==> src/rtl/oc8051_pt_loader_pkg.sv <==
`default_nettype none
// ============================================================================
// Module   : oc8051_pt_loader_pkg
// Brief    : Shared constants, state encoding and window helper for the
//            page-table loader.
// Revision : 1.0 - initial release
// ============================================================================
package oc8051_pt_loader_pkg;

    localparam logic [15:0] c_pt_base     = 16'hFF80;

    localparam logic [1:0]  c_err_none    = 2'd0;
    localparam logic [1:0]  c_err_overlap = 2'd1;
    localparam logic [1:0]  c_err_timeout = 2'd2;
    localparam logic [1:0]  c_err_verify  = 2'd3;

    typedef enum logic [2:0] {
        S_IDLE  = 3'd0,
        S_CHECK = 3'd1,
        S_REQ   = 3'd2,
        S_RD    = 3'd3,
        S_WR    = 3'd4,
        S_VFY   = 3'd5,
        S_FIN   = 3'd6,
        S_ERR   = 3'd7
    } state_t;

    // Two equal-length windows on a 16-bit ring intersect iff either start
    // lies less than one window length ahead of the other.
    function automatic logic windows_overlap(input logic [15:0] a,
                                             input logic [15:0] b,
                                             input logic [15:0] len);
        logic [15:0] d_ab;
        logic [15:0] d_ba;
        d_ab = b - a;
        d_ba = a - b;
        return (d_ab < len) || (d_ba < len);
    endfunction

endpackage
`default_nettype wire

==> src/rtl/oc8051_pt_loader_timeout.sv <==
`default_nettype none
// ============================================================================
// Module   : oc8051_bus_timeout
// Brief    : Bus-master ack watchdog; expired fires on the LIMIT-th
//            consecutive waiting cycle of a strobe.
// Revision : 1.0 - initial release
// ============================================================================
module oc8051_bus_timeout #(
    parameter logic [7:0] LIMIT = 8'd255
) (
    input  logic clk,
    input  logic rst,
    input  logic clr,
    input  logic run,
    output logic expired
);

    logic [7:0] r_count;

    always_ff @(posedge clk) begin
        if (rst || clr) begin
            r_count <= 8'd0;
        end else if (run && (r_count != LIMIT)) begin
            r_count <= r_count + 8'd1;
        end
    end

    assign expired = run & ~clr & (r_count == (LIMIT - 8'd1));

endmodule
`default_nettype wire

==> src/rtl/oc8051_pt_loader.sv <==
`default_nettype none
// ============================================================================
// Module   : oc8051_pt_loader
// Brief    : XRAM bus master copying a 64-byte image into the page-table
//            permission registers. Build option OC8051_PT_LOADER_VERIFY_EN
//            adds a read-back check after every page-table write.
// Revision : 1.0 - initial release
// ============================================================================
module oc8051_pt_loader
    import oc8051_pt_loader_pkg::*;
#(
    parameter logic [15:0] PT_BASE  = c_pt_base,
    parameter int          PT_BYTES = 64,
    parameter logic [7:0]  TIMEOUT  = 8'd255
) (
    input  logic        clk,
    input  logic        rst,
    input  logic        start,
    input  logic [15:0] src_addr,
    output logic        busy,
    output logic        done,
    output logic        error,
    output logic [1:0]  err_code,
    output logic        bus_req,
    input  logic        bus_gnt,
    output logic        m_stb,
    output logic        m_wr,
    output logic [15:0] m_addr,
    output logic [7:0]  m_data_out,
    input  logic [7:0]  m_data_in,
    input  logic        m_ack,
    output logic        priv_req
);

    localparam int               IDX_W      = $clog2(PT_BYTES);
    localparam logic [IDX_W-1:0] c_idx_last = IDX_W'(PT_BYTES - 1);
    localparam logic [IDX_W-1:0] c_idx_one  = IDX_W'(1);
    localparam logic [15:0]      c_win_len  = 16'(PT_BYTES);

    state_t           r_state;
    state_t           r_pend;
    logic [15:0]      r_src;
    logic [15:0]      r_addr;
    logic [IDX_W-1:0] r_idx;
    logic [7:0]       r_latch;
    logic             r_busy;
    logic             r_done;
    logic             r_error;
    logic [1:0]       r_err_code;
    logic             r_bus_req;
    logic             r_stb;
    logic             r_wr;
    logic             r_priv;

    logic             w_stb;
    logic             w_strobing;
    logic             w_to_clr;
    logic             w_expired;
    logic             w_step;
    logic             w_fail;
    logic [1:0]       w_fail_code;
    logic [15:0]      w_next_rd_addr;

    // Strobe is gated by grant so a revoked grant silences the bus at once.
    assign w_stb          = r_stb & bus_gnt;
    assign w_strobing     = (r_state == S_RD) || (r_state == S_WR) || (r_state == S_VFY);
    assign w_to_clr       = ~w_stb | m_ack;
    assign w_next_rd_addr = r_src + 16'(r_idx) + 16'd1;

    oc8051_bus_timeout #(
        .LIMIT   (TIMEOUT)
    ) u_timeout (
        .clk     (clk),
        .rst     (rst),
        .clr     (w_to_clr),
        .run     (w_stb),
        .expired (w_expired)
    );

    always_comb begin
        w_step      = 1'b0;
        w_fail      = 1'b0;
        w_fail_code = c_err_none;
        case (r_state)
            S_CHECK: begin
                if (windows_overlap(r_src, PT_BASE, c_win_len)) begin
                    w_fail      = 1'b1;
                    w_fail_code = c_err_overlap;
                end
            end
            S_WR: begin
`ifndef OC8051_PT_LOADER_VERIFY_EN
                w_step = w_stb & m_ack;
`endif
            end
`ifdef OC8051_PT_LOADER_VERIFY_EN
            S_VFY: begin
                if (w_stb && m_ack) begin
                    if (m_data_in == r_latch) begin
                        w_step = 1'b1;
                    end else begin
                        w_fail      = 1'b1;
                        w_fail_code = c_err_verify;
                    end
                end
            end
`endif
            default: ;
        endcase
        if (w_strobing && w_expired) begin
            w_fail      = 1'b1;
            w_fail_code = c_err_timeout;
        end
    end

    always_ff @(posedge clk) begin
        if (rst) begin
            r_state    <= S_IDLE;
            r_pend     <= S_RD;
            r_src      <= 16'd0;
            r_addr     <= 16'd0;
            r_idx      <= '0;
            r_latch    <= 8'd0;
            r_busy     <= 1'b0;
            r_done     <= 1'b0;
            r_error    <= 1'b0;
            r_err_code <= c_err_none;
            r_bus_req  <= 1'b0;
            r_stb      <= 1'b0;
            r_wr       <= 1'b0;
            r_priv     <= 1'b0;
        end else begin
            r_done <= 1'b0;
            if (w_fail) begin
                r_state    <= S_ERR;
                r_error    <= 1'b1;
                r_err_code <= w_fail_code;
                r_busy     <= 1'b0;
                r_bus_req  <= 1'b0;
                r_stb      <= 1'b0;
                r_wr       <= 1'b0;
                r_priv     <= 1'b0;
            end else if (w_step) begin
                if (r_idx == c_idx_last) begin
                    r_state   <= S_FIN;
                    r_done    <= 1'b1;
                    r_busy    <= 1'b0;
                    r_bus_req <= 1'b0;
                    r_stb     <= 1'b0;
                    r_wr      <= 1'b0;
                    r_priv    <= 1'b0;
                end else begin
                    r_idx   <= r_idx + c_idx_one;
                    r_state <= S_RD;
                    r_wr    <= 1'b0;
                    r_priv  <= 1'b0;
                    r_addr  <= w_next_rd_addr;
                end
            end else begin
                case (r_state)
                    S_IDLE: begin
                        if (start) begin
                            r_src      <= src_addr;
                            r_error    <= 1'b0;
                            r_err_code <= c_err_none;
                            r_busy     <= 1'b1;
                            r_idx      <= '0;
                            r_pend     <= S_RD;
                            r_state    <= S_CHECK;
                        end
                    end
                    S_CHECK: begin
                        r_state   <= S_REQ;
                        r_bus_req <= 1'b1;
                        r_wr      <= 1'b0;
                        r_priv    <= 1'b0;
                        r_addr    <= r_src;
                    end
                    S_REQ: begin
                        if (bus_gnt) begin
                            r_state <= r_pend;
                            r_stb   <= 1'b1;
                        end
                    end
                    S_RD, S_WR, S_VFY: begin
                        // Lost grant parks the pending op; address/data stay put for reissue.
                        if (!bus_gnt) begin
                            r_state <= S_REQ;
                            r_pend  <= r_state;
                            r_stb   <= 1'b0;
                        end else if (m_ack) begin
                            if (r_state == S_RD) begin
                                r_latch <= m_data_in;
                                r_state <= S_WR;
                                r_wr    <= 1'b1;
                                r_priv  <= 1'b1;
                                r_addr  <= PT_BASE + 16'(r_idx);
                            end
`ifdef OC8051_PT_LOADER_VERIFY_EN
                            else if (r_state == S_WR) begin
                                r_state <= S_VFY;
                                r_wr    <= 1'b0;
                            end
`endif
                        end
                    end
                    S_FIN, S_ERR: r_state <= S_IDLE;
                    default:      r_state <= S_IDLE;
                endcase
            end
        end
    end

    assign busy       = r_busy;
    assign done       = r_done;
    assign error      = r_error;
    assign err_code   = r_err_code;
    assign bus_req    = r_bus_req;
    assign m_stb      = w_stb;
    assign m_wr       = r_wr;
    assign m_addr     = r_addr;
    assign m_data_out = r_latch;
    assign priv_req   = r_priv & w_stb;

endmodule
`default_nettype wire
==> config.mk <==
export PLATFORM = sky130hd
export DESIGN_NAME = oc8051_pt_loader
export DESIGN_NICKNAME = d
export VERILOG_FILES = /design/src/rtl/oc8051_pt_loader_pkg.sv /design/src/rtl/oc8051_pt_loader_timeout.sv /design/src/rtl/oc8051_pt_loader.sv
export SDC_FILE = /design/constraint.sdc
export NUM_CORES = 1
export LEC_CHECK = 0
export ABC_CLOCK_PERIOD_IN_PS = 6100
export CAP_MARGIN = 20
export CORE_UTILIZATION = 45
export DETAILED_ROUTE_END_ITERATION = 7
export GPL_TIMING_DRIVEN = 0
export PLACE_DENSITY_LB_ADDON = 0.25
export SLEW_MARGIN = 30
export SYNTH_ARGS = -nofsm -noshare
export SYNTH_HDL_FRONTEND = slang
export SYNTH_SLANG_ARGS = --single-unit
==> constraint.sdc <==
create_clock -name clk -period 6.1 [get_ports clk]
set_clock_uncertainty 0.05 [all_clocks]
set_input_delay 1.83 -clock clk [delete_from_list [all_inputs] [get_ports clk]]
set_output_delay 1.83 -clock clk [all_outputs]
set_load 0.03 [all_outputs]
==> results of run 1 <==
==> layout make-up <==
| type | count | area (sq um) | share of cell area, % |
|---|---|---|---|
| Timing Repair Buffer | 61 | 610.6 | 12.95 |
| Clock buffer | 10 | 137.6 | 2.919 |
| Multi-Input combinational cell | 344 | 2187 | 46.38 |
| Buffer | 30 | 131.4 | 2.786 |
| Tap cell | 102 | 127.6 | 2.706 |
| Sequential cell | 68 | 1361 | 28.87 |
| Clock inverter | 6 | 111.4 | 2.361 |
| Inverter | 13 | 48.80 | 1.035 |
==> layer usage <==
metal / track usage [%] / routed length (um) / vias up
met1: 29.02 / 4308 / 1632
met2: 36.95 / 4488 / 123
met3: 6.016 / 606 / 18
met5: 0 / 0 / -
met4: 11.03 / 164 / 0
li1: - / - / 1795
==> synth_stat cells, types with 11 or more instances <==
library cell,instances,area (sq um)
a21oi_1,39,195.2
nor2_1,24,90.09
inv_1,13,48.80
clkbuf_1,22,82.58
mux2i_1,11,110.1
a211oi_1,13,97.59
nand3_1,13,65.06
nand2_1,67,251.5
ha_1,11,137.6
nand2b_1,12,75.07
o21ai_0,11,55.05
a31oi_1,13,81.33
dfxtp_1,68,1361
nor3_1,14,70.07
==> state kept, by name, summed over array words and instances (netlist names) <==
name / flops
busy: 1
error: 1
r_src: 16
u_timeout.r_count: 8
done: 1
r_pend: 3
m_data_out: 8
r_priv: 1
bus_req: 1
r_stb: 1
err_code: 2
r_state: 3
m_addr: 16
r_idx: 6
==> report_power, final <==
part	leakage (nW)	total (mW)	internal [mW]	switching, mW
combinational	1.08	0.492	0.202	0.291
sequential	0.552	0.529	0.493	0.0369
clock	0.122	0.456	0.283	0.174
==> worst min-delay path, delay by kind of cell (launching register included) <==
family	cells	cell delay [ns]
DFF	1	0.31
and+or+nand+nor	1	0.05
AOI/OAI and AO/OA	1	0.05
==> final timing paths <==
kind / from / endpoint / slack (ns) / cells after the start
worst max-delay path: bus_gnt / priv_req / 0.57 / 4
worst min-delay path: m_data_out[1]$_SDFFE_PP0P_ / m_data_out[1]$_SDFFE_PP0P_ / 0.40 / 2
worst min register to register: m_data_out[1]$_SDFFE_PP0P_ / m_data_out[1]$_SDFFE_PP0P_ / 0.40 / 2
worst max register to register: r_src[8]$_SDFFE_PP0P_ / m_addr[11]$_SDFFE_PP0P_ / 3.06 / 9
==> stage by stage <==
stage                     std cells  worst slack, ns  total power [mW]  area (sq um)
after floorplan                 455            1.782            0.8752          3729
after global placement          618           0.5875             1.018          4467
after detailed placement        618           0.5646             1.026          4467
after CTS                       634           0.5708             1.484          4716
after global routing            634           0.4877             1.555          4716
final                           634           0.5663             1.478          4716
==> cell families (layout without fill, tap and decap cells) <==
| logic type | count (synthesis) | after routing |
|---|---|---|
| simple gates | 185 | 185 |
| compound gates | 118 | 118 |
| flops | 68 | 68 |
| buf+inv | 43 | 120 |
| mux | 17 | 17 |
| fa+ha+maj | 12 | 12 |
| xor+xnor | 12 | 12 |
==> metrics.md, run 1 <==
| Metric | Value |
|---|---|
| Status | finished, final reports clean |
| Detail Route Antenna Nets | 0 |
| Initial drt markers | 221 |
| Commonest non-fill, non-tap cell in the layout | dfxtp_1 |
| Setup bufs post-CTS | 0 |
| Drt drc | 0 |
| DRT Pass-1 Iters | 4 |
| Fin crit share | 90.72% |
| Final Max Slew Viols | 0 |
| Die height | 93.03 um |
| Complex-gate fraction of the synthesized area | 21.85% |
| Post-synthesis mux area share | 4.765% |
| Post-Synth XOR/XNOR Area | 2.819% |
| Main synth FF type | dfxtp_1 |
| GP Congestion | 0.9130 |
| Synth Area in Simple Gates | 25.00% |
| Antenna fix cells | 0 |
| EDFF count, synth | 0 |
| Critical Path AT | 3.65 ns |
| Mapped Nets | 496 |
| Cts bufs inserted | 9 |
| Mapped Cells | 455 |
| Yosys warns | 0 |
| Post-Synth Adder-Cell Area | 4.228% |
| Slew @ Worst Pin | 0.5993 ns |
| Clk_lat worst skew | 0.35 ns |
| Slowest cell on the critical path | clkdlybuf4s50_1 |
| Req. time, crit path | 4.22 ns |
| Slowest Stage Delay on Critical Path | 0.67 ns |
| Cell mode on critical path | clkdlybuf4s50_1 |
| Final setup viols | 0 |
| WHS | 0.4048 ns |
| Worst Path Buf+Inv | 3 |
| Layout cell share with drive strength beyond 1 | 6.203% |
| RSZ-0062 raised after global routing | no |
| FP Rows | 32 |
| Detail Placement HPWL | 7133 um |
| Core Area | 7888 sq um |
| Die width | 93.03 um |
| Count of final hold-check violations | 0 |
| Htree depth | 3 |
| Worst Path Max Fanout | 10 |
| CTS tree | built |
| Syn avg cell area | 8.195 sq um |
| Num ports | 62 |
| Fin util | 59.79% |
| Fraction of registers with async set/reset | 0% |
| Synth cell types | 58 |
| Leak | 1.758 nW |
| Min-delay worst type | register to register |
| Max Freq | 180.7 MHz |
| Post-synthesis sequential area ratio | 36.51% |
| Clock sinks | 68 |
| Synth Cell Area | 3729 sq um |
| Vias in the first global route | 3444 |
| Initial antenna violation count | 0 |
| Via count | 3568 |
| CP Capture Type | output port |
| Post-CTS Hold Fix Bufs | 0 |
| Setup TNS | 0 ns |
| Cell family with most CP delay | buffers and inverters |
| Fill cells | 711 |
| Global-route wire length before repair | 15830 um |
| DR vias/cell | 5.628 |
| Largest family of logic cells by synthesized area | simple AND/OR/NAND/NOR gates |
| GRT Util Overall | 23.15% |
| Maxcap violations | 0 |
| Worst-path clk slew | 0.07 ns |
| Final min period | 5.534 ns |
| Drt wl/cell | 15.09 um |
| VDD IR max | 0.1515 mV |
| Congestion Overflow GR | 0 |
| Rel. slew slack | 59.70% |
| Initial Util | 47.27% |
| Pwr dens | 313.4 nW/um^2 |
| Cell Chain, Critical Path | clkdlybuf4s50_1, clkbuf_1, and3_1, clkdlybuf4s50_1 |
| Port Buffers | 61 |
| Bufs on Longest Clock Path | 2 |
| Clk Tree Root Cell | clkbuf_8 |
| Setup Crit Path Kind | input port to output port |
| Die area | 8654 sq um |
| PostCTS Resize Cnt | 0 |
| Largest net degree at the start of global routing | 13 |
| Synthesis-to-layout area growth | 26.48% |
| Worst setup SP type | input port |
| FF+latch count, synth | 68 |
| Routed WL | 9567 um |
| Most frequent cells in the layout | dfxtp_1 (68), nand2_1 (67), clkdlybuf4s50_1 (61) |
| Fin nets | 568 |
Note: power is estimated with default switching activity, not from simulation.
==> inputs of run 2 (changes only) <==
Settings changed: CORE_UTILIZATION 45 to 58.
==> run 2 against run 1 <==
  * Sequential share of layout area grew 0.71 points
  * Clock-buffer cell count grew 1
  * Worst hold slack gained 0.0056 ns
  * Setup slack lost 0.028 ns
  * Critical path depth is the same
  * Combinational power grew 1%
==> metrics.md, run 2 (synthesis results as in run 1) <==
| Metric | Value |
|---|---|
| Cell Chain, Critical Path | clkdlybuf4s50_1, clkbuf_1, and3_1, clkdlybuf4s50_1 |
| Htree depth | 3 (unchanged) |
| FF-to-FF setup slack | 3.11 ns (+0.05 ns) |
| RR Endpoint | m_addr[14]$_SDFFE_PP0P_ |
| Hold worst-path end | m_data_out[3]$_SDFFE_PP0P_ |
| Status | finished, final reports clean |
| Cell mode on critical path | clkdlybuf4s50_1 |
| Synthesis-to-layout area growth | 23.42% |
| Min-delay worst type | register to register |
| FP Rows | 28 (-13%) |
| Die area | 6754 sq um (-22%) |
| Clock sinks | 68 (unchanged) |
| GRT Util Overall | 30.05% (+6.9 points) |
| Worst-path clk slew | 0.08 ns (about the same) |
| Largest net degree at the start of global routing | 12 (-1) |
| Final min period | 5.562 ns (+0.02808 ns) |
| Layout cell share with drive strength beyond 1 | 6.015% (-0.19 points) |
| Req. time, crit path | 4.22 ns (about the same) |
| Hold Path Depth | 2 (unchanged) |
| DRT Pass-1 Iters | 5 (+1) |
| Port Buffers | 61 (unchanged) |
| Critical R2R Launch | r_src[8]$_SDFFE_PP0P_ |
| GP Congestion | 0.8945 (-2.0%) |
| VDD IR max | 0.1544 mV (+1.9%) |
| DR vias/cell | 6.180 (+9.8%) |
| Most frequent cells in the layout | dfxtp_1 (68), nand2_1 (67), clkdlybuf4s50_1 (61) |
| Drt drc | 0 (unchanged) |
| Cell-internal power | 0.8499 mW (-13%) |
| Pwr dens | 294.1 nW/um^2 (-6.2%) |
| Via count | 3751 (+5.1%) |
| Setup bufs post-CTS | 0 (unchanged) |
| Cts bufs inserted | 9 (unchanged) |
| Leak | 1.724 nW (-1.9%) |
| Count of final hold-check violations | 0 (unchanged) |
| Congestion Overflow GR | 0 (unchanged) |
| Antenna fix cells | 0 (unchanged) |
| Commonest non-fill, non-tap cell in the layout | dfxtp_1 |
| Num ports | 62 (unchanged) |
| Slew @ Worst Pin | 0.6774 ns (+0.07805 ns) |
| Clk_lat worst skew | 0.35 ns (about the same) |
| Die height | 82.18 um (-12%) |
| Total Power | 1.353 mW (-8.4%) |
| CP Capture Type | output port |
| Worst Path Max Fanout | 10 (unchanged) |
| PostCTS Resize Cnt | 0 (unchanged) |
| Final setup viols | 0 (unchanged) |
| Fin cells | 607 (-4.3%) |
| Critical Path AT | 3.68 ns (+0.03 ns) |
| Detail Route Antenna Nets | 0 (unchanged) |
| CTS tree | built |
| Routed WL | 9733 um (+1.7%) |
| Placed insts | 591 (-4.4%) |
| Worst Min Path Start | m_data_out[3]$_SDFFE_PP0P_ |
| Fin nets | 568 (unchanged) |
| Fin crit share | 91.18% (+0.46 points) |
| Reg2Reg Depth | 9 (unchanged) |
| Register area | 1361 sq um (unchanged) |
| Final Max Slew Viols | 0 (unchanged) |
| Slowest Stage Delay on Critical Path | 0.66 ns (about the same) |
| Setup Crit Path Kind | input port to output port |
| Bufs on Longest Clock Path | 2 (unchanged) |
| Flop pwr share | 39.2% (+3.4 points) |
| Die width | 82.18 um (-12%) |
| Global-route wire length before repair | 15320 um (-3.2%) |
| Drt wl/cell | 16.03 um (+6.3%) |
| Vias in the first global route | 3311 (-3.9%) |
| Detail Placement HPWL | 7203 um (+0.98%) |
| Net Sw Frac | 37.20% (+3.3 points) |
| Clk Tree Root Cell | clkbuf_8 |
| Switching power | 0.5035 mW (+0.40%) |
| Core Area | 6061 sq um (-23%) |
| Initial drt markers | 278 (+26%) |
| Fill cells | 449 (-37%) |
| Multi-input gate area | 2187 sq um (unchanged) |
| Setup TNS | 0 ns (unchanged) |
| Initial antenna violation count | 0 (unchanged) |
| Worst setup SP type | input port |
| Max Freq | 179.8 MHz (-0.51%) |
| Post-CTS Hold Fix Bufs | 0 (unchanged) |
| Maxcap violations | 0 (unchanged) |
| Initial Util | 61.52% (+14 points) |
| Rel. slew slack | 54.43% (-5.3 points) |
| Slowest cell on the critical path | clkdlybuf4s50_1 |
| Combinational fraction of design power | 36.7% (+3.4 points) |
| Clock share of power | 24.0% (-6.9 points) |
| RSZ-0062 raised after global routing | no |
## run 2: cell count changes in the layout (fill, tap and decap cells not counted)
cell       delta
bufinv_16     -3
clkbuf_1      +1
clkinv_2      +3
clkinv_4      -1
## run 2: cell type report
class                   count  area share (%)
multi-input cells         344           47.53
flip-flops and latches     68           29.58
repair buffers             61           13.27
clock buffers              11           3.072
plain buffers              30           2.855
well taps                  75           2.039
inverters                  13           1.060
clock inverters             5          0.5982
## run 2: stage by stage
step | setup WS [ns] | util, % | cell area (sq um) | hold slack (ns)
global placement | 0.5737 | 73.14 | 4433 | 0.3874
CTS | 0.5639 | 75.93 | 4602 | 0.4077
global route | 0.4836 | 75.93 | 4602 | 0.4261
floorplan | 1.782 | - | 3729 | 0.3758
detailed placement | 0.5765 | 73.14 | 4433 | 0.3957
finish | 0.5382 | 75.93 | 4602 | 0.4104
## run 2: routing by layer
metal	global-route usage (%)	part of all wire, %
met1	38.29	44
met4	11.05	1.6
met3	5.604	6.4
met5	0	0
met2	50.33	48
## run 2: how the worst max path moves through the flow
stage,from,end,slack [ns],cells after the start
after floorplan,bus_gnt,priv_req,1.78,2
after global placement,bus_gnt,priv_req,0.57,4
after detailed placement,bus_gnt,priv_req,0.58,4
after CTS,bus_gnt,priv_req,0.56,4
after global routing,bus_gnt,priv_req,0.48,4
final,bus_gnt,priv_req,0.54,4
## run 2: power by group through the flow
stage	clock [mW]	combinational, mW	sequential (mW)
finish	0.325	0.497	0.531
global route	0.346	0.538	0.536
CTS	0.326	0.492	0.530
detailed placement	0	0.489	0.539
global placement	0	0.475	0.536
floorplan	0	0.299	0.576
## run 2: critical path: cells and delay by family
kind / cells / cell delay (ns)
AND/OR/NAND/NOR: 1 / 0.21
buffers and inverters: 3 / 1.63
==> inputs of run 3 (changes only) <==
Settings changed: ABC_CLOCK_PERIOD_IN_PS 6100 to 4810, CORE_UTILIZATION 58 to 50, CTS_BUF_LIST set to sky130_fd_sc_hd__clkbuf_8, PLACE_DENSITY set to 0.76, PLACE_DENSITY_LB_ADDON 0.25 to not set.
Clock period 6.1 ns to 4.81 ns, I/O delays scaled along.
==> run 3 against run 2 <==
  * Highest routed layer unchanged
  * Final area rose by 1.3%
  * Clock power rose by 48%
  * Routed wire length shrank 3.5%
  * First-iteration DRC count down 32%
  * Utilization shrank 11 points
  * Register-to-register slack worse by 1.2 ns
  * Critical path depth stayed put
  * Largest power group unchanged
  * Flip-flop and latch count stayed put
  * Die area up 16%
  * Cell count rose by 4.0%
  * Worst hold slack got worse by 0.0072 ns
  * Via count shrank 2.7%
==> metrics.md, run 3 (synthesis results as in run 1) <==
| Metric | Value |
|---|---|
| Layout cell share with drive strength beyond 1 | 6.391% (+0.38 points) |
| Commonest non-fill, non-tap cell in the layout | dfxtp_1 |
| Worst Min Path Start | r_pend[0]$_SDFFE_PP1P_ |
| Routed WL | 9388 um (-3.5%) |
| Worst-path clk slew | 0.08 ns (about the same) |
| Most frequent cells in the layout | dfxtp_1 (68), nand2_1 (67), clkdlybuf4s50_1 (61) |
| Leak | 1.731 nW (+0.37%) |
| Fin util | 64.64% (-11 points) |
| PostCTS Resize Cnt | 0 (unchanged) |
| Final Max Slew Viols | 0 (unchanged) |
| Critical R2R Launch | r_src[8]$_SDFFE_PP0P_ |
| Critical Path AT | 3.16 ns (-0.52 ns) |
| Setup bufs post-CTS | 0 (unchanged) |
| Fin crit share | 96.67% |
| Slew @ Worst Pin | 0.6210 ns (-0.05639 ns) |
| Die area | 7807 sq um (+16%) |
| Req. time, crit path | 3.32 ns (-0.90 ns) |
| DRT Pass-1 Iters | 5 (unchanged) |
| Global Route met2 Usage | 40.84% (-9.5 points) |
| Largest net degree at the start of global routing | 14 (+2) |
| Clock sinks | 68 (unchanged) |
| Die width | 88.36 um (+7.5%) |
| Fin nets | 568 (unchanged) |
| Vias in the first global route | 3210 (-3.1%) |
| VDD IR max | 0.1724 mV (+12%) |
| Die height | 88.36 um (+7.5%) |
| Initial Util | 51.68% (-9.8 points) |
| Switching power | 0.6492 mW (+29%) |
| Antenna fix cells | 0 (unchanged) |
| Final min period | 4.650 ns |
| Net Sw Frac | 36.66% (-0.54 points) |
| Setup Crit Path Kind | input port to output port |
| Num ports | 62 (unchanged) |
| Status | finished, final reports clean |
| Count of final hold-check violations | 0 (unchanged) |
| Detail Route Antenna Nets | 0 (unchanged) |
| Global-route wire length before repair | 14820 um (-3.2%) |
| GP Congestion | 0.9171 (+2.5%) |
| Detail Placement HPWL | 6998 um (-2.8%) |
| FP Rows | 31 (+11%) |
| Initial drt markers | 188 (-32%) |
| Min-delay worst type | register to register |
| GR met3 Demand/Resource | 3.638% (-2.0 points) |
| Worst Path Max Fanout | 10 (unchanged) |
| Bufs on Longest Clock Path | 2 (unchanged) |
| Flop pwr share | 37.9% (-1.3 points) |
| Core Area | 7214 sq um (+19%) |
| Drt wl/cell | 14.88 um (-7.2%) |
| Via count | 3651 (-2.7%) |
| Clk_lat worst skew | 0.35 ns (about the same) |
| Clk Tree Root Cell | clkbuf_8 |
| Cell-internal power | 1.122 mW (+32%) |
| Final setup viols | 0 (unchanged) |
| Maxcap violations | 0 (unchanged) |
| Setup TNS | 0 ns (unchanged) |
| CTS tree | built |
| DR vias/cell | 5.786 (-6.4%) |
| Max Freq | 215.1 MHz |
| Layer with the highest usage | met2 |
| Rel. slew slack | 58.22% (+3.8 points) |
| RSZ-0062 raised after global routing | no |
| Setup crit start | bus_gnt |
| Combinational fraction of design power | 35.0% (-1.7 points) |
| Synthesis-to-layout area growth | 25.07% |
| GRT Util Overall | 24.80% (-5.3 points) |
| Cts bufs inserted | 9 (unchanged) |
| Initial antenna violation count | 0 (unchanged) |
| Port Buffers | 61 (unchanged) |
| Htree depth | 3 (unchanged) |
| Worst setup SP type | input port |
| CP Capture Type | output port |
| Clock share of power | 27.1% (+3.1 points) |
| Drt drc | 0 (unchanged) |
| Met1 usage | 32.12% (-6.2 points) |
| Congestion Overflow GR | 0 (unchanged) |
| Post-CTS Hold Fix Bufs | 0 (unchanged) |
| Pwr dens | 379.7 nW/um^2 (+29%) |
run 3: cell types whose count changed in the layout (fill, tap and decap cells not counted):
cell / before / now
inv_6: 0 / 2
clkbuf_1: 23 / 21
bufinv_16: 0 / 1
clkbuf_8: 10 / 9
clkbuf_2: 0 / 1
clkinvlp_4: 1 / 3
clkinv_2: 4 / 1
run 3: power groups by stage:
stage | clock (mW) | combinational [mW] | sequential [mW]
3_5_place_dp | 0 | 0.615 | 0.683
4_1_cts | 0.493 | 0.617 | 0.670
2_1_floorplan | 0 | 0.380 | 0.730
3_3_place_gp | 0 | 0.608 | 0.682
5_1_grt | 0.518 | 0.679 | 0.678
6_report | 0.480 | 0.620 | 0.671
run 3: worst paths after layout:
path,to,slack [ns],cells after the start
max,priv_req,0.16,4
max reg2reg,m_addr[11]$_SDFFE_PP0P_,1.86,9
min,r_pend[0]$_SDFFE_PP1P_,0.40,2
min reg2reg,r_pend[0]$_SDFFE_PP1P_,0.40,2
run 3: critical path, stage by stage:
cell	delay, ns
clkdlybuf4s50_1	0.60
clkbuf_2	0.27
and3_1	0.19
clkdlybuf4s50_1	0.66
run 3: cell type report:
type / count / area, sq um
clock buffer: 9 / 123.9
inverter: 13 / 48.80
buffer: 30 / 132.6
sequential: 68 / 1361
multi-input combinational: 344 / 2187
clock inverter: 7 / 75.07
timing repair buffer: 61 / 610.6
fill: 641 / 2551
tap: 99 / 123.9
run 3: stage by stage:
step           hold WS (ns)  cell area, sq um  total power [mW]  instances  setup slack (ns)
2_1_floorplan        0.3758              3729             1.110        455             1.266
3_3_place_gp         0.3863              4463             1.290        615           0.05037
3_5_place_dp         0.3887              4463             1.298        615           0.04066
4_1_cts              0.4006              4662             1.781        631           0.03477
5_1_grt              0.4238              4663             1.875        631           0.09127
6_report             0.4032              4663             1.771        631            0.1603
run 3: routing by layer:
layer	routed length (um)	up-vias
li1	-	1796
met1	4252	1693
met2	4392	144
met3	559	18
met4	183	0
met5	0	-
